### src/rtl/regfile_pkg.sv
`default_nettype none
// ============================================================================
// Module      : regfile_pkg
// Description : Shared widths and arbiter state encoding for the register
//               file write-back path.
// Revision    : 1.0 - initial release
// ============================================================================
package regfile_pkg;

  localparam int DATA_W   = 32;
  localparam int ADDR_W   = 5;
  localparam int NUM_REGS = 32;

  // The state names the requester granted most recently.
  typedef enum logic {
    LAST0 = 1'b0,
    LAST1 = 1'b1
  } arb_state_t;

endpackage
`default_nettype wire

### src/rtl/rr_arbiter2.sv
`default_nettype none
// ============================================================================
// Module      : rr_arbiter2
// Description : Two-way round-robin arbiter; one-hot grant, history inside.
// Revision    : 1.0 - initial release
// ============================================================================
module rr_arbiter2
  import regfile_pkg::*;
(
  input  logic       clk,
  input  logic       reset,
  input  logic [1:0] valid,
  output logic [1:0] grant
);

  arb_state_t state_q;
  arb_state_t state_d;

  // Grant is masked by reset so nothing can transfer while it is held.
  always_comb begin
    grant   = 2'b00;
    state_d = state_q;
    if (!reset) begin
      unique case (valid)
        2'b01:   grant = 2'b01;
        2'b10:   grant = 2'b10;
        2'b11:   grant = (state_q == LAST0) ? 2'b10 : 2'b01;
        default: grant = 2'b00;
      endcase
    end
    if (grant[0]) begin
      state_d = LAST0;
    end else if (grant[1]) begin
      state_d = LAST1;
    end
  end

  always_ff @(posedge clk or posedge reset) begin
    if (reset) begin
      state_q <= LAST1;
    end else begin
      state_q <= state_d;
    end
  end

endmodule
`default_nettype wire

### src/rtl/regfile_wb_arbiter.sv
`default_nettype none
// ============================================================================
// Module      : regfile_wb_arbiter
// Description : Arbitrates ALU/load write-backs onto one register-file write
//               port and tracks pending destination registers for hazards.
// Revision    : 1.0 - initial release
// ============================================================================
module regfile_wb_arbiter #(
  parameter int DATA_W = regfile_pkg::DATA_W,
  parameter int ADDR_W = regfile_pkg::ADDR_W
) (
  input  logic                           clk,
  input  logic                           reset,
  input  logic                           req0_valid,
  input  logic [ADDR_W-1:0]              req0_reg,
  input  logic [DATA_W-1:0]              req0_data,
  output logic                           req0_ready,
  input  logic                           req1_valid,
  input  logic [ADDR_W-1:0]              req1_reg,
  input  logic [DATA_W-1:0]              req1_data,
  output logic                           req1_ready,
  input  logic                           issue_valid,
  input  logic [ADDR_W-1:0]              issue_reg,
  input  logic [ADDR_W-1:0]              rd_reg1,
  input  logic [ADDR_W-1:0]              rd_reg2,
  output logic                           rd_hazard,
  output logic                           wr_enable,
  output logic [ADDR_W-1:0]              wr_reg,
  output logic [DATA_W-1:0]              wr_data,
  output logic [regfile_pkg::NUM_REGS-1:0] busy_vec
);

  import regfile_pkg::*;

  logic [1:0]          grant;
  logic                xfer;
  logic [ADDR_W-1:0]   xfer_reg;
  logic [DATA_W-1:0]   xfer_data;

  logic                wr_enable_q, wr_enable_d;
  logic [ADDR_W-1:0]   wr_reg_q,    wr_reg_d;
  logic [DATA_W-1:0]   wr_data_q,   wr_data_d;
  logic [NUM_REGS-1:0] busy_q,      busy_d;

  rr_arbiter2 u_arb (
    .clk   (clk),
    .reset (reset),
    .valid ({req1_valid, req0_valid}),
    .grant (grant)
  );

  assign req0_ready = grant[0];
  assign req1_ready = grant[1];

  always_comb begin
    xfer      = |grant;
    xfer_reg  = grant[1] ? req1_reg  : req0_reg;
    xfer_data = grant[1] ? req1_data : req0_data;
  end

  // Register 0 is hardwired: its write-backs are consumed but never enabled.
  always_comb begin
    wr_enable_d = 1'b0;
    wr_reg_d    = wr_reg_q;
    wr_data_d   = wr_data_q;
    if (xfer) begin
      wr_enable_d = (xfer_reg != '0);
      wr_reg_d    = xfer_reg;
      wr_data_d   = xfer_data;
    end
  end

  // Clear first, then set, so a newer producer issued this cycle stays pending.
  always_comb begin
    busy_d = busy_q;
    if (xfer && (xfer_reg != '0)) begin
      busy_d[xfer_reg] = 1'b0;
    end
    if (issue_valid && (issue_reg != '0)) begin
      busy_d[issue_reg] = 1'b1;
    end
    busy_d[0] = 1'b0;
  end

  always_ff @(posedge clk or posedge reset) begin
    if (reset) begin
      wr_enable_q <= 1'b0;
      wr_reg_q    <= '0;
      wr_data_q   <= '0;
      busy_q      <= '0;
    end else begin
      wr_enable_q <= wr_enable_d;
      wr_reg_q    <= wr_reg_d;
      wr_data_q   <= wr_data_d;
      busy_q      <= busy_d;
    end
  end

  assign rd_hazard = busy_q[rd_reg1] | busy_q[rd_reg2];
  assign wr_enable = wr_enable_q;
  assign wr_reg    = wr_reg_q;
  assign wr_data   = wr_data_q;
  assign busy_vec  = busy_q;

endmodule
`default_nettype wire

### config.mk
export PLATFORM = sky130hd
export DESIGN_NAME = regfile_wb_arbiter
export DESIGN_NICKNAME = d
export VERILOG_FILES = /design/src/rtl/regfile_pkg.sv /design/src/rtl/rr_arbiter2.sv /design/src/rtl/regfile_wb_arbiter.sv
export SDC_FILE = /design/constraint.sdc
export NUM_CORES = 1
export LEC_CHECK = 0
export CAP_MARGIN = 15
export CORE_MARGIN = 5
export CORE_UTILIZATION = 35
export DETAILED_ROUTE_END_ITERATION = 12
export PLACE_DENSITY = 0.76
export RECOVER_POWER = 25
export REMOVE_ABC_BUFFERS = 1
export SLEW_MARGIN = 25
export SYNTH_ARGS = -nofsm -noshare
export SYNTH_HDL_FRONTEND = slang
export SYNTH_HIERARCHICAL = 1
export SYNTH_SLANG_ARGS = --single-unit
### constraint.sdc
create_clock -name clk -period 5.3 [get_ports clk]
set_input_delay 1.06 -clock clk [delete_from_list [all_inputs] [get_ports clk]]
set_output_delay 1.06 -clock clk [all_outputs]
set_load 0.005 [all_outputs]
==> impl_summary.log <==
INFO  metric run_status = complete, no violations
INFO  metric period_minus_slack = approximately 4400 ps
INFO  metric die_w = 113 um
INFO  metric fraction_of_layout_cells_with_a_size_suffix_above_1 = 7.47%
INFO  metric fin_crit_share = 82.1%
INFO  metric overflow = 0
INFO  metric final-instance-count-excl-fill = 658
INFO  metric report.final.slew_viol_count = 0
INFO  metric clock_sinks = 70
INFO  metric required = ~4200 ps
INFO  metric layout_setup_ws = 950 ps
INFO  metric route.antenna.remaining_nets = 0
INFO  metric drtIter0Drc = 267
INFO  metric leakagePower = between 2 and 2.5 nW
INFO  metric die_height = 113 um
INFO  metric placeableCoreArea = 10300 sq um
INFO  metric io_pins = 167
INFO  metric vdd_drop_max = between 0.1 and 0.15 mV
INFO  metric flip_flop_and_latch_count_after_synthesis = 70
INFO  metric number_of_antenna_violations_at_the_first_check_in_global_routing = 0
INFO  metric core.rowCount = 37
INFO  metric cts_tree = done
INFO  metric clock_tree.root_cell = sky130_fd_sc_hd__clkbuf_8
INFO  metric worstSetupPathType = in2out
INFO  metric insertion_delay = 340 ps
INFO  metric highest_routing_layer_actually_used = met4
INFO  metric drt-pass1-iter-count = 5
INFO  metric post_cts_hold_buffer_count = 0
INFO  metric initial_core_util = between 30% and 40%
INFO  metric synthesis.yosys.warnings = 6
INFO  metric grt_max_degree = 71
INFO  metric vias = 3489
INFO  metric critical_path.max_fanout = 5
INFO  metric timing_hold_violations_final = 0
INFO  metric r2r-end = busy_vec[20]
INFO  metric grt_setup_unrepaired = false
INFO  metric via_per_inst = 5.30
INFO  metric skew = just over 9 ps
INFO  metric wl_met1 = 4.70 mm
INFO  metric holdPathEnd = wr_reg[1]
INFO  metric power.density_cell_area = 322 nW/um^2
INFO  metric post_synth_inst_count = 359
INFO  metric clock_tree.htree_level_count = 3
INFO  metric worst_hold_slack_across_all_endpoints = 546 ps
INFO  metric finalNetCount = about 610
INFO  metric syn_avg_cell_area = 10.2 sq um
INFO  metric dominantRegCellSynth = sky130_fd_sc_hd__dfrtp_1
INFO  metric clock_tree.buffer_depth = 2
INFO  metric timing.setup.tns = 0 ps
INFO  metric r2r.worst_path.cells = 6
INFO  metric worstSetupEndpointType = primary output
INFO  metric hpwlAfterDp = roughly 9.3 mm
INFO  metric post-place-cells = 642
INFO  metric synthTopCellsByCount = sky130_fd_sc_hd__o21ai_0, sky130_fd_sc_hd__dfrtp_1, sky130_fd_sc_hd__nand2_1, sky130_fd_sc_hd__mux2i_1, sky130_fd_sc_hd__nor2_1
INFO  metric route.detailed.drc = 0
INFO  metric finalSetupViolations = 0
INFO  metric grt_first_pass_wirelength = 19.4 mm
INFO  metric synthToLayoutAreaGrowth = 52.8%
INFO  metric drv_cap = 0
INFO  metric synth-edff-count = 0
INFO  metric synth-async-reset-ratio = between 90% and 100%
INFO  metric route.met2.wl = 5.87 mm
INFO  metric maxClockFrequency = around 230 MHz
INFO  metric synth_area_leaders = sky130_fd_sc_hd__dfrtp_1, sky130_fd_sc_hd__o21ai_0, sky130_fd_sc_hd__mux2i_1, sky130_fd_sc_hd__mux4_2, sky130_fd_sc_hd__nand2_1
INFO  metric setup.worst_path.start = rd_reg2[0]
INFO  metric cts_setup_buffers = 0
INFO  metric timing.slew.headroom = 17.7%
INFO  metric synth_area = 3680 sq um
INFO  metric synth-seq-area-share = 47.7%
INFO  metric post-synth-top-count-cell = sky130_fd_sc_hd__o21ai_0
INFO  metric antenna_cells_inserted = 0
INFO  metric largest_register_ffs = 32
INFO  metric number_of_input_and_output_port_buffers_inserted = 165
INFO  metric synth.top_cell.area_share = 46.9%
INFO  metric yosysUniqueCellTypes = 40
INFO  metric startpoint_type = input port
INFO  metric worstHoldPathType = reg2reg
INFO  metric reg2reg_setup_slack = 2850 ps
INFO  metric cts_resized = 0
INFO  metric beginning_of_the_worst_hold_path = wr_reg[1]
INFO  metric routed_wire_length_on_met3 = 1.30 mm
INFO  metric tritoncts.num_buffers = 9
INFO  metric die-area = 12700 sq um
INFO  metric place_ws = 952 ps
INFO  metric min_delay_path_depth = 2
INFO  metric wl = 12.1 mm
INFO  metric vias_in_the_first_global_route = 3846
INFO  metric tightestPinTransition = 1230 ps
INFO  metric worstReg2RegStart = u_arb/state_q
INFO  metric grtUsageTotal = between 10% and 20%
INFO  metric place_congestion = 0.877
INFO  metric clkSlewWorstSetupHoldPaths = about 80 ps
INFO  metric wl_per_cell = 18.3 um
INFO  metric cp_data_arrival_time = 3290 ps
INFO  metric synth_largest_area_cell = sky130_fd_sc_hd__dfrtp_1
==> cells in the final DEF (no fill, tap or decap), drive strengths merged, types with 3 or more instances in the layout <==
cell type,instances
nand3,9
mux2,4
nor2,11
dfrtp,69
a21oi,6
o21ai,96
clkbuf,12
mux4,14
nor2b,6
nand3b,3
inv,6
nand2b,6
dlygate4sd3,20
nand2,47
clkdlybuf4s50,145
buf,3
mux2i,40
==> worst max-delay path by stage <==
stage	end	slack [ps]	cells past startpoint
after floorplan	wr_enable	190	7
after global placement	rd_hazard	1010	6
after detailed placement	rd_hazard	950	6
after CTS	rd_hazard	950	6
after global routing	rd_hazard	860	6
final	rd_hazard	950	6
==> critical path: stages <==
cell and delay, ps:
sky130_fd_sc_hd__clkdlybuf4s50_1 630, sky130_fd_sc_hd__mux4_1 590, sky130_fd_sc_hd__mux2_2 280, sky130_fd_sc_hd__a31oi_1 160, sky130_fd_sc_hd__o2111ai_1 120, sky130_fd_sc_hd__clkdlybuf4s50_1 460
==> metrics by stage <==
| stage | total power [mW] | utilization [%] | area [sq um] |
|---|---|---|---|
| 6_report | 1.81 | 54.7 | 5620 |
| 4_1_cts | 1.83 | 54.7 | 5620 |
| 2_1_floorplan | 0.985 | - | 3570 |
| 5_1_grt | 1.91 | 54.7 | 5620 |
| 3_5_place_dp | 1.42 | 52.9 | 5440 |
| 3_3_place_gp | 1.40 | 52.9 | 5440 |
==> layout make-up <==
class / instances / area [sq um]
fill: 946 / 4660
multi-input combinational: 262 / 1820
sequential: 70 / 1750
timing repair buffer: 168 / 1670
tap: 136 / 170
clock buffer: 12 / 135
clock inverter: 4 / 47.5
inverter: 6 / 22.5
==> where the power goes <==
group / total (mW) / internal, mW / switching (mW)
Clock: 0.413 / 0.216 / 0.196
Combinational: 0.615 / 0.392 / 0.223
Sequential: 0.782 / 0.658 / 0.124
Total: 1.81 / 1.27 / 0.543
==> metal layers <==
| metal | vias up | global-route usage, % |
|---|---|---|
| met2 | 186 | 31.5 |
| met4 | 0 | 6.81 |
| met5 | - | 0 |
| met3 | 19 | 7.60 |
| met1 | 1674 | 22.9 |
| li1 | 1610 | - |
==> cells by family after synthesis <==
group / synth area share [%]
buf+inv: 3.54
other cells: 0.102
compound gates: 16.0
mux: 21.1
flops: 47.7
simple gates: 11.6
Note: power is estimated with default switching activity, not from simulation.
